--- src/rtl/fifo_uart_tx.sv ---
// fifo_uart_tx: 8N1 UART transmitter draining an upstream byte FIFO.
// Strobes one read per frame, captures the byte a cycle later, shifts LSB-first.
module fifo_uart_tx #(
    parameter int CLKS_PER_BIT = 16
) (
    input  logic       clock_in,
    input  logic       reset_in,
    input  logic       enable_in,
    input  logic       fifo_readable_in,
    input  logic [7:0] fifo_rdata_in,
    output logic       fifo_read_out,
    output logic       tx_out,
    output logic       busy_out,
    output logic       done_out
);

    localparam logic [15:0] LAST = 16'(CLKS_PER_BIT - 1);

    typedef enum logic [2:0] {
        IDLE,
        FETCH,
        START,
        DATA,
        STOP
    } state_t;

    state_t      state_q, state_d;
    logic        tx_q, tx_d;
    logic [7:0]  shift_q, shift_d;
    logic [15:0] count_q, count_d;
    logic [2:0]  bitidx_q, bitidx_d;
    logic        done_q, done_d;
    logic        bit_end;

    assign bit_end       = (count_q == LAST);
    assign fifo_read_out = !reset_in && (state_q == IDLE)
                           && enable_in && fifo_readable_in;
    assign tx_out        = tx_q;
    assign busy_out      = (state_q != IDLE);
    assign done_out      = done_q;

    // State and datapath registers; reset abandons any frame in flight.
    always_ff @(posedge clock_in or posedge reset_in) begin
        if (reset_in) begin
            state_q  <= IDLE;
            tx_q     <= 1'b1;
            shift_q  <= 8'h00;
            count_q  <= 16'h0000;
            bitidx_q <= 3'd0;
            done_q   <= 1'b0;
        end else begin
            state_q  <= state_d;
            tx_q     <= tx_d;
            shift_q  <= shift_d;
            count_q  <= count_d;
            bitidx_q <= bitidx_d;
            done_q   <= done_d;
        end
    end

    // Next-state and datapath update for each frame phase.
    always_comb begin
        state_d  = state_q;
        tx_d     = tx_q;
        shift_d  = shift_q;
        count_d  = count_q;
        bitidx_d = bitidx_q;
        done_d   = 1'b0;
        unique case (state_q)
            IDLE: begin
                tx_d = 1'b1;
                if (fifo_read_out) begin
                    state_d = FETCH;
                end
            end
            FETCH: begin
                shift_d = fifo_rdata_in;
                tx_d    = 1'b0;
                count_d = 16'h0000;
                state_d = START;
            end
            START: begin
                if (bit_end) begin
                    count_d  = 16'h0000;
                    tx_d     = shift_q[0];
                    bitidx_d = 3'd0;
                    state_d  = DATA;
                end else begin
                    count_d = count_q + 16'd1;
                end
            end
            DATA: begin
                if (bit_end) begin
                    count_d = 16'h0000;
                    if (bitidx_q != 3'd7) begin
                        shift_d  = {1'b0, shift_q[7:1]};
                        tx_d     = shift_q[1];
                        bitidx_d = bitidx_q + 3'd1;
                    end else begin
                        tx_d    = 1'b1;
                        state_d = STOP;
                    end
                end else begin
                    count_d = count_q + 16'd1;
                end
            end
            STOP: begin
                if (bit_end) begin
                    count_d = 16'h0000;
                    state_d = IDLE;
                    done_d  = 1'b1;
                end else begin
                    count_d = count_q + 16'd1;
                end
            end
            default: begin
                state_d = IDLE;
                tx_d    = 1'b1;
            end
        endcase
    end

endmodule

--- config.mk ---
export PLATFORM = sky130hd
export DESIGN_NAME = fifo_uart_tx
export DESIGN_NICKNAME = d
export VERILOG_FILES = /design/src/rtl/fifo_uart_tx.sv
export SDC_FILE = /design/constraint.sdc
export NUM_CORES = 1
export LEC_CHECK = 0
export ABC_AREA = 1
export CORE_ASPECT_RATIO = 0.9
export CORE_MARGIN = 2
export CORE_UTILIZATION = 40
export DETAILED_ROUTE_END_ITERATION = 10
export MAX_ROUTING_LAYER = met4
export PLACE_DENSITY = 0.64
export RECOVER_POWER = 100
export SETUP_SLACK_MARGIN = 0.4
export SLEW_MARGIN = 20
export SYNTH_ARGS = -nofsm -noshare
export SYNTH_HDL_FRONTEND = slang
export SYNTH_SLANG_ARGS = --single-unit
--- constraint.sdc ---
create_clock -name clock_in -period 3.4 [get_ports clock_in]
set_input_delay 0.68 -clock clock_in [delete_from_list [all_inputs] [get_ports clock_in]]
set_output_delay 0.68 -clock clock_in [all_outputs]
set_load 0.05 [all_outputs]
# Word level (Yosys, flattened, before mapping)
# Index checks and enable logic that the tools add are counted.
# word_totals
regBits,32
inputBits,12
output_inout_bits,4
word_cells,55
# classes
addsub,2
n_eq_ne,12
mux,20
n_bitwise,1
reduce_logical,14
# ops
operator,count
case mux 16 bit (2 select lines),1
two-way mux 3 bit,7
"adder 16 x 1 -> 16 bit, second input constant",1
"equality test 16 x 4 -> 1 bit, second input constant",1
two-way mux 16 bit,1
two-way mux 8 bit,2
case mux 8 bit (2 select lines),1
case mux 3 bit (5 select lines),1
"!= test 2 bit, second input constant",6
"equality test 3 x 2 -> 1 bit, second input constant",2
case mux 3 bit (2 select lines),1
AND reduction 3 bit,2
nonzero test 2 bit,3
two-way mux 1 bit,5
AND reduction 5 bit,1
case mux 1 bit (4 select lines),1
AND reduction 4 bit,1
"adder 3 x 1 -> 3 bit, second input constant",1
"equality test 3 x 1 -> 1 bit, second input constant",1
"equality test 3 bit, second input constant",1
logical AND 1 bit,3
zero test 3 bit,1
"!= test 3 bit, second input constant",1
nonzero test 3 bit,1
3 further kinds,3

# Logic depth before layout (Yosys ltp)
# Gate-level depths: netlist of run 1.
# logic_depth
ltp_word,6
depth_mapped,9

# Worst setup path before layout of run 1
# No wires, ideal clock.
# synth_timing
kind,input to output
start,input reset_in
end,output fifo_read_out
t_arrival_ps,2643
slack_ps,77
path_stages,3
n_path_buf,0
path_cell_list,inv_1 nand2_1 nor3_1
# synth_between
elab_chain_len,4
# synth_lines
element,line,text
start: declaration,7,"input logic reset_in,"
zero test 1 bit (no source line),-,
logical AND 1 bit,36,assign fifo_read_out = !reset_in && (state_q == IDLE)
logical AND 1 bit (2 in a row),37,&& enable_in && fifo_readable_in;
end: declaration,11,"output logic fifo_read_out,"
# Every way passes these cells.

# Worst setup path in the final report of run 1
# layout_timing
start,register state_q[0]
end,output busy_out
# layout_between
elab_chain_len,1
# layout_lines
element,line,text
start: declaration,27,"state_t state_q, state_d;"
start signal: assignment,52,state_q <= state_d;
nonzero test 3 bit,39,assign busy_out = (state_q != IDLE);
end: declaration,13,"output logic busy_out,"
# Every way passes these cells.

==> summary.md, run 1 <==
| Metric | Value |
|---|---|
| Number of clock buffers inserted by TritonCTS | `5` |
| DPL Wire Length | `3090 microns` |
| Total via count after detailed routing | `1772` |
| Number of design rule violations left after detail routing | `0` |
| Seq/Total Area, Yosys | `0.402` |
| Core Area | `4830 sq um` |
| Synth unique cells | `26` |
| Critical Path Source Type | `register` |
| Final clock skew | `around 2.9 ps` |
| Pin count of the biggest net entering global routing | `33` |
| RSZ-0062 raised after global routing | `no` |
| Number of hold-slack violations in the final timing report | `0` |
| Final Slew Violations | `33` |
| Internal power | `847 uW` |
| Violations in the final reports | `max-capacitance violations, max-slew violations` |
| Avg WL per Cell | `11.3 microns` |
| Syn avg cell area | `just under 7 sq um` |
| Die footprint | `5560 sq um` |
| Pre-Repair DR Iteration Count | `4` |
| Fraction of power consumed by combinational cells | `0.420` |
| Part of the power in the clock network | `0.215` |
| Count of warnings emitted by yosys | `0` |
| Sink count of the clock tree | `32` |
| Number of maximum-capacitance violations | `1` |
| Y dimension of the die | `approximately 71 microns` |
| Cell Area, Synth | `1990 sq um` |
| Top achievable clock speed | `a little under 400 MHz` |
| Fraction of power consumed by sequential logic | `0.365` |
| Peak supply drop | `between 300 and 400 uV` |
| Slew Limit Headroom | `-0.140` |
| Area growth, synth to finish | `13.7%` |
| Number of cells produced by synthesis | `290` |
| Mapped Nets | `305` |
| Power spent charging and discharging nets | `649 uW` |
| Total negative slack for setup checks | `0 ps` |
| Multi-input gate area | `1030 sq um` |
| Power density cells | `~660 nW/um^2` |
| DRT iter0 DRCs | `204` |
| Slew at the pin closest to its max-slew limit | `1710 ps` |
| Port Buffer Count | `15` |
| Final instance area | `2270 sq um` |
| Post-CTS Hold Buffers | `0` |
| Overall overflow remaining after global route | `0` |
| CTS max path bufs | `2` |
| Buffer cell driving the clock tree root | `sky130_fd_sc_hd__clkbuf_8` |
| Wire length of the first global-routing pass | `7540 microns` |
| Switching power as a share of total power | `0.434` |
| Number of core rows | `24` |
| Period minus WS final | `around 2500 ps` |
| Post-cts gate resize count | `0` |
| Number of top-level pins | `16` |
| Number of antenna violations at the first check in global routing | `0` |
| Remaining antenna violation count | `0` |
| Post-DP Area | `2200 sq um` |
| Arrival time of the worst setup path | `1850 ps` |
| Number of failing setup endpoints in the final timing report | `0` |
| Count of inserted antenna diode cells | `0` |
| RePlAce Congestion | `between 0.8 and 0.9` |
| Buffers inserted by post-CTS timing repair | `0` |
| Share of the clock period used by the worst path after layout | `0.744` |
| Storage cell area | `roughly 800 sq um` |
| Pwr Total | `about 1500 uW` |
| TritonCTS clock tree | `built` |
| Hold Path Class | `reg2reg` |
| Starting utilization of the core area | `0.412` |
| Fin nets | `~320` |
| Critical Path End Type | `output pin` |
| Total number of H-tree levels | `2` |
| Crit path required time | `2720 ps` |
| Total of fill cells in the finished design | `roughly 500` |
| Number of register bits inferred by synthesis | `32` |
| GRT Overall Usage | `0.175` |
| Share of post-route cells with drive strength above 1 | `0.0550` |
| Setup slack, reg-to-reg | `roughly 1500 ps` |
| Leakage power | `0.00113 uW` |
| Number of global-route vias before repair | `1587` |
| Width of the chip | `approximately 78 microns` |
| Largest fanout on the critical path | `8` |
| Outcome | `finished with violations` |
| Critical path class | `reg2out` |
| Vias per inst | `4.74` |
| Clk slew on worst S/H paths | `roughly 70 ps` |
| Total routed wirelength | `4230 microns` |
| Worst-skew pair later-pin latency | `approximately 280 ps` |
==> layer usage <==
layer | GRT usage | part of all wire | up-vias
met3 | 0.0344 | 0.021 | 2
met5 | - | 0 | -
met1 | 0.259 | 0.55 | 795
li1 | - | - | 958
met2 | 0.239 | 0.42 | 17
met4 | 0.0526 | 0.0080 | 0
==> metrics by stage <==
| step | util | hold slack (ps) | setup WS, ps | instances |
|---|---|---|---|---|
| 2_1_floorplan | - | 442 | 477 | 290 |
| 3_3_place_gp | 0.456 | 453 | 1060 | 366 |
| 3_5_place_dp | 0.456 | 451 | 1040 | 366 |
| 4_1_cts | 0.477 | 461 | 925 | 374 |
| 5_1_grt | 0.469 | 474 | 546 | 374 |
| 6_report | 0.469 | 456 | 869 | 374 |
==> power by group through the flow <==
stage               clock network [uW]  registers (uW)  logic (uW)
floorplan                            0             553         527
finish                             322             546         629
global placement                     0             550         669
CTS                                336             548         673
detailed placement                   0             554         672
global route                       353             555         719
==> final timing paths <==
check                                  end       start  cells past startpoint
worst max-delay path              busy_out  state_q[0]                      3
worst min-delay path                tx_out      tx_out                      2
worst max register to register  shift_q[5]  count_q[0]                      8
worst min register to register      tx_out      tx_out                      2
max in group asynchronous         done_out    reset_in                      3
min in group asynchronous       shift_q[4]    reset_in                      3
==> sequential cells by signal, summed over array words and instances, names as in the netlist <==
register	cells
count_q	16
shift_q	8
bitidx_q	3
state_q	3
done_out	1
tx_out	1
==> cell usage after synthesis, drive strengths merged <==
master | instances | area, sq um
a21oi | 2 | 10.0
buf | 5 | 42.5
clkinv | 1 | 3.75
dfrtp | 31 | 776
dfstp | 1 | 26.3
ha | 3 | 37.5
inv | 22 | 82.6
nand2 | 123 | 507
nand3 | 33 | 165
nand3b | 2 | 15.0
nand4 | 6 | 37.5
nor2 | 38 | 153
nor3 | 1 | 5.00
o21a | 1 | 7.51
o21ai | 14 | 70.1
o21bai | 3 | 22.5
or2 | 1 | 6.26
xor2 | 3 | 26.3
==> kinds of logic after synthesis <==
family	synth area share
flip-flops	0.402
adder cells (fa/ha/maj)	0.0188
XOR/XNOR	0.0132
AO/OA/AOI/OAI	0.0552
AND/OR/NAND/NOR	0.446
buffers and inverters	0.0647
==> layout make-up <==
type	count	share of cell area
timing repair buffer	16	0.0723
clock buffer	8	0.0442
tap	65	0.0359
multi-input combinational	230	0.456
sequential	32	0.354
inverter	23	0.0381
==> worst max-delay path, stage by stage (launching register included) <==
cell	delay (ps)
sky130_fd_sc_hd__dfrtp_1	470
sky130_fd_sc_hd__nor2_1	110
sky130_fd_sc_hd__nand2_1	120
sky130_fd_sc_hd__dlygate4sd3_1	880
==> placed cells by master (no fill, tap or decap), types with 2 or more instances in the layout <==
cell and count:
sky130_fd_sc_hd__o21ai_1 5, sky130_fd_sc_hd__dlygate4sd3_1 3, sky130_fd_sc_hd__xor2_1 3, sky130_fd_sc_hd__nand2_1 120, sky130_fd_sc_hd__clkbuf_8 7, sky130_fd_sc_hd__dfrtp_1 31
sky130_fd_sc_hd__nor2_1 37, sky130_fd_sc_hd__o21ai_0 9, sky130_fd_sc_hd__ha_1 3, sky130_fd_sc_hd__o21bai_1 3, sky130_fd_sc_hd__nand2_4 2, sky130_fd_sc_hd__clkbuf_1 2
sky130_fd_sc_hd__nand4_1 6, sky130_fd_sc_hd__inv_2 3, sky130_fd_sc_hd__nand3_1 33, sky130_fd_sc_hd__nand3b_1 2, sky130_fd_sc_hd__clkdlybuf4s50_1 11, sky130_fd_sc_hd__a21oi_1 2
sky130_fd_sc_hd__inv_1 19
(Power assumes the default switching activity.)
==> inputs of run 2 (changes only) <==
Settings changed: PLACE_DENSITY 0.64 to 0.67.
Clock period 3.4 ns to 2.3 ns, I/O delays scaled along.
==> run 2 against run 1 <==
The run now ends clean. Largest power group unchanged. First-iteration DRC count fell by 23%. Via count is 2.4% higher. Clock-buffer cell count down 3.
==> summary.md, run 2 (synthesis results as in run 1) <==
| Metric | Value |
|---|---|
| Total negative slack for setup checks | `0 ps` |
| Critical Path End Type | `output pin` |
| Final core utilization | `0.475` |
| Worst reg2reg path endpoint | `shift_q[5]` |
| Vias per inst | `around 4.8` |
| Core Area | `slightly below 5000 sq um` |
| Outcome | `finished clean` |
| DRT iter0 DRCs | `157` |
| Clk slew on worst S/H paths | `roughly 80 ps` |
| Pin count of the biggest net entering global routing | `33` |
| RePlAce Congestion | `0.911` |
| Final instance area | `2290 sq um` |
| Total via count after detailed routing | `1815` |
| Peak supply drop | `~460 uV` |
| Number of antenna violations at the first check in global routing | `0` |
| CTS max path bufs | `2` |
| Launch point of the worst reg-to-reg path | `count_q[0]` |
| Starting utilization of the core area | `0.412` |
| Critical path class | `reg2out` |
| Commonest cells after routing, fill and taps aside | `116 x sky130_fd_sc_hd__nand2_1, 37 x sky130_fd_sc_hd__nor2_1, 33 x sky130_fd_sc_hd__nand3_1` |
| Most common library cell in the layout ignoring fill and taps | `sky130_fd_sc_hd__nand2_1` |
| Overall overflow remaining after global route | `0` |
| Most flop-heavy register | `count_q` |
| Arrival time of the worst setup path | `~1500 ps` |
| Crit path required time | `roughly 1800 ps` |
| Critical Path Source Type | `register` |
| Avg WL per Cell | `11.2 microns` |
| Delay contributed by the slowest stage of the critical path | `460 ps` |
| Post-layout instance count excluding filler cells | `376` |
| Number of core rows | `24` |
| RSZ-0062 raised after global routing | `no` |
| Number of failing setup endpoints in the final timing report | `0` |
| Number of top-level pins | `16` |
| Period minus WS final | `about 2000 ps` |
| Y dimension of the die | `71.0 microns` |
| Fin nets | `roughly 330` |
| Worst hold slack | `458 ps` |
| Total number of H-tree levels | `2` |
| Final Slew Violations | `0` |
| Port Buffer Count | `15` |
| Slew Limit Headroom | `0.471` |
| Power density cells | `1010 nW/um^2` |
| Hold Path Depth | `2` |
| Sink count of the clock tree | `32` |
| Largest fanout on the critical path | `8` |
| Standard cell with the maximum stage delay on the critical path | `sky130_fd_sc_hd__dfrtp_1` |
| Share of the clock period used by the worst path after layout | `0.850` |
| Width of the chip | `between 70 and 80 microns` |
| Area growth, synth to finish | `15.1%` |
| Share of post-route cells with drive strength above 1 | `0.0900` |
| Leakage power | `0.00114 uW` |
| Total of fill cells in the finished design | `between 400 and 500` |
| Number of global-route vias before repair | `1540` |
| Post-CTS Hold Buffers | `0` |
| Worst-skew pair later-pin latency | `290 ps` |
| Hold Crit Start | `tx_out` |
| Setup slack, reg-to-reg | `approximately 400 ps` |
| Max FFs per register | `16` |
| Post-DP Area | `2210 sq um` |
| Path depth of the worst reg2reg path | `8` |
| Count of inserted antenna diode cells | `0` |
| Slew at the pin closest to its max-slew limit | `about 790 ps` |
| Final clock skew | `about 11 ps` |
| Placed Cells incl. Taps | `366` |
| Biggest regs | `count_q x16, shift_q x8` |
| Hold Path Class | `reg2reg` |
| Top achievable clock speed | `511 MHz` |
| Endpoint, Worst Hold | `tx_out` |
| Total routed wirelength | `4200 microns` |
| Cell chain of the critical path | `nor2_1 -> nand2_2 -> nor3_4 -> buf_6` |
| Remaining antenna violation count | `0` |
| Wire length of the first global-routing pass | `7040 microns` |
| Die footprint | `5560 sq um` |
| Number of design rule violations left after detail routing | `0` |
| Buffer cell driving the clock tree root | `sky130_fd_sc_hd__clkbuf_8` |
| Number of hold-slack violations in the final timing report | `0` |
| Number of maximum-capacitance violations | `0` |
| Number of clock buffers inserted by TritonCTS | `5` |
| GRT Overall Usage | `0.166` |
| DPL Wire Length | `approximately 3000 microns` |
| Pre-Repair DR Iteration Count | `4` |
| TritonCTS clock tree | `built` |
==> run 2: worst max-delay path, delay by kind of cell (launching register included) <==
kind,cells,cell delay [ps]
AND/OR/NAND/NOR,3,560
flip-flops,1,460
buffers and inverters,1,170
==> run 2: timing repair <==
action	in CTS	in global routing
endpoints found under the setup margin	3	3
pin swaps	0	1
endpoints found under the hold margin	0	0
buffers inserted	0	2
gates resized for setup	4	6
==> run 2: per-stage QoR <==
step	setup slack, ps	total power, uW
floorplan	404	1610
global placement	393	1800
detailed placement	373	1810
CTS	315	2360
global route	215	2500
finish	345	2320
==> run 2: how the worst max path moves through the flow <==
stage	startpoint	to	slack (ps)
floorplan	reset_in	fifo_read_out	400
detailed placement	state_q[2]	busy_out	370
finish	state_q[0]	fifo_read_out	340
global route	count_q[0]	shift_q[2]	220
CTS	state_q[2]	busy_out	320
global placement	reset_in	fifo_read_out	390
==> run 2: final cells by class <==
| type | instances | area (sq um) | area share |
|---|---|---|---|
| Timing Repair Buffer | 18 | 158 | 0.0687 |
| Clock inverter | 3 | 42.5 | 0.0185 |
| Tap cell | 65 | 81.3 | 0.0354 |
| Clock buffer | 5 | 68.8 | 0.0300 |
| Multi-Input combinational cell | 230 | 1050 | 0.459 |
| Inverter | 23 | 87.6 | 0.0382 |
| Sequential cell | 32 | 803 | 0.350 |
==> run 2: power by group <==
part           switching [uW]  internal [uW]
sequential                105            701
combinational             678            294
clock                     223            320
==> run 2: per-layer routing <==
| metal | share of wire | track usage |
|---|---|---|
| met3 | 0.051 | 0.0383 |
| met2 | 0.41 | 0.217 |
| met5 | 0 | - |
| met4 | 0.010 | 0.0760 |
| met1 | 0.52 | 0.241 |
==> inputs of run 3 (changes only) <==
Settings changed: CAP_MARGIN from default to 40, CORE_ASPECT_RATIO 0.9 to default, PLACE_DENSITY 0.67 to 0.64.
Clock period 2.3 ns to 1.95 ns, I/O delays scaled along.
==> run 3 against run 2 <==
Combinational power grew 38%. Final cell count is 2.4% higher. Worst setup slack got worse by 110 ps. Die area barely moved. Cell area grew 5.2%. Sequential power up 16%. Clock power up 20%. Largest power group unchanged.
==> summary.md, run 3 (synthesis results as in run 1) <==
| Metric | Value |
|---|---|
| Outcome | `finished clean` |
| Port Buffer Count | `15` |
| Most flop-heavy register | `count_q` |
| Path depth of the worst reg2reg path | `8` |
| Number of failing setup endpoints in the final timing report | `0` |
| Cell chain of the critical path | `clkbuf_1 -> nand2_1 -> nor2_1 -> buf_6 -> nand2_4 -> buf_12 -> nand3_1 -> nand2_1` |
| Remaining antenna violation count | `0` |
| Worst-skew pair later-pin latency | `290 ps` |
| Clk slew on worst S/H paths | `~70 ps` |
| Y dimension of the die | `74.6 microns` |
| Total routed wirelength | `4560 microns` |
| Setup slack, reg-to-reg | `between 200 and 250 ps` |
| Slew at the pin closest to its max-slew limit | `roughly 800 ps` |
| Number of core rows | `25` |
| Vias per inst | `around 4.9` |
| Global-route met2 utilization | `0.285` |
| Peak supply drop | `614 uV` |
| Critical path launch point | `state_q[1]` |
| Core Area | `around 4800 sq um` |
| Most common library cell in the layout ignoring fill and taps | `sky130_fd_sc_hd__nand2_1` |
| Largest fanout on the critical path | `9` |
| Arrival time of the worst setup path | `1900 ps` |
| Count of inserted antenna diode cells | `0` |
| GRT Max-Usage Layer | `met2` |
| Top achievable clock speed | `583 MHz` |
| Power density cells | `around 1200 nW/um^2` |
| DPL Wire Length | `between 3000 and 4000 microns` |
| Hold Path Class | `reg2reg` |
| DRT iter0 DRCs | `between 90 and 100` |
| Final Slew Violations | `0` |
| Pre-Repair DR Iteration Count | `5` |
| Share of the clock period used by the worst path after layout | `0.880` |
| Number of antenna violations at the first check in global routing | `0` |
| Worst hold slack | `around 460 ps` |
| Number of clock buffers inserted by TritonCTS | `5` |
| Pin count of the biggest net entering global routing | `33` |
| Period minus WS final | `about 1700 ps` |
| Final clock skew | `7.14 ps` |
| Buffer cell driving the clock tree root | `sky130_fd_sc_hd__clkbuf_8` |
| Total via count after detailed routing | `1880` |
| Number of hold-slack violations in the final timing report | `0` |
| RePlAce Congestion | `slightly below 0.9` |
| Commonest cells after routing, fill and taps aside | `114 x sky130_fd_sc_hd__nand2_1, 35 x sky130_fd_sc_hd__nor2_1, 32 x sky130_fd_sc_hd__nand3_1` |
| Max FFs per register | `16` |
| Standard cell with the maximum stage delay on the critical path | `sky130_fd_sc_hd__dfrtp_2` |
| Slew Limit Headroom | `0.470` |
| Starting utilization of the core area | `0.419` |
| Worst reg2reg path endpoint | `shift_q[6]` |
| Delay contributed by the slowest stage of the critical path | `400 ps` |
| Avg WL per Cell | `about 12 microns` |
| Most common cell type on the critical path | `sky130_fd_sc_hd__nand2_1` |
| Met1 layer usage reported by global route | `0.245` |
| Global routing usage on met3 | `0.0407` |
| Area growth, synth to finish | `21.1%` |
| Biggest regs | `count_q x16, shift_q x8` |
| Number of maximum-capacitance violations | `0` |
| Critical Path Source Type | `register` |
| Total number of H-tree levels | `2` |
| Critical Path End Type | `register` |
| Endpoint of the most critical setup path | `shift_q[6]` |
| Leakage power | `0.00117 uW` |
| Launch point of the worst reg-to-reg path | `state_q[1]` |
| Sink count of the clock tree | `32` |
| Critical path class | `reg2reg` |
| Wire length of the first global-routing pass | `7760 microns` |
| Number of global-route vias before repair | `1698` |
| Post-CTS Hold Buffers | `0` |
| Overall overflow remaining after global route | `0` |
| GRT Overall Usage | `0.189` |
| Share of post-route cells with drive strength above 1 | `0.132` |
| RSZ-0062 raised after global routing | `yes` |
| Crit path required time | `~2100 ps` |
| Total negative slack for setup checks | `0 ps` |
| Number of design rule violations left after detail routing | `0` |
| CTS max path bufs | `2` |
| Width of the chip | `74.6 microns` |
| Die footprint | `approximately 5600 sq um` |
| TritonCTS clock tree | `built` |
| Fin nets | `332` |
| Number of top-level pins | `16` |
run 3: layout make-up:
type	instances	area, sq um
inverters	23	87.6
multi-input cells	230	1090
clock inverters	2	35.0
clock buffers	6	72.6
flip-flops and latches	32	806
well taps	67	83.8
fillers	521	2340
repair buffers	25	236
run 3: how the worst min path moves through the flow:
stage / slack [ps] / cells after the start / from / end
final: 460 / 2 / tx_out / tx_out
after global routing: 490 / 2 / tx_out / tx_out
after CTS: 470 / 2 / tx_out / tx_out
after detailed placement: 460 / 2 / tx_out / tx_out
after global placement: 450 / 2 / tx_out / tx_out
after floorplan: 330 / 1 / reset_in / bitidx_q[0]
run 3: what timing repair did:
action                     in CTS  in global routing
gates resized for setup         7                  8
pin swaps                       0                  7
setup endpoints to repair      16                 23
buffers inserted                2                  6
run 3: where the power goes:
| part | internal [uW] | switching [uW] |
|---|---|---|
| Combinational | 470 | 874 |
| Clock | 379 | 270 |
| Sequential | 831 | 105 |
run 3: worst max-delay path: cells and delay by family (launching register included):
| kind | cells | cell delay, ps |
|---|---|---|
| buffers and inverters | 3 | 560 |
| DFF | 1 | 400 |
| and+or+nand+nor | 5 | 650 |
run 3: through the flow:
step           power [uW]  cell area [sq um]  setup WS [ps]   util  instances
2_1_floorplan        1910               2020            195      -        290
3_3_place_gp         2150               2220            167  0.466        369
3_5_place_dp         2170               2220            162  0.466        369
4_1_cts              2870               2350            162  0.495        379
5_1_grt              3150               2410            119  0.508        385
6_report             2930               2410            235  0.508        385
run 3: metal layers:
layer / routed length, microns / share of wire
met1: 2110 / 0.46
met2: 2160 / 0.47
met3: 169 / 0.037
met4: 118 / 0.026
met5: 0 / 0
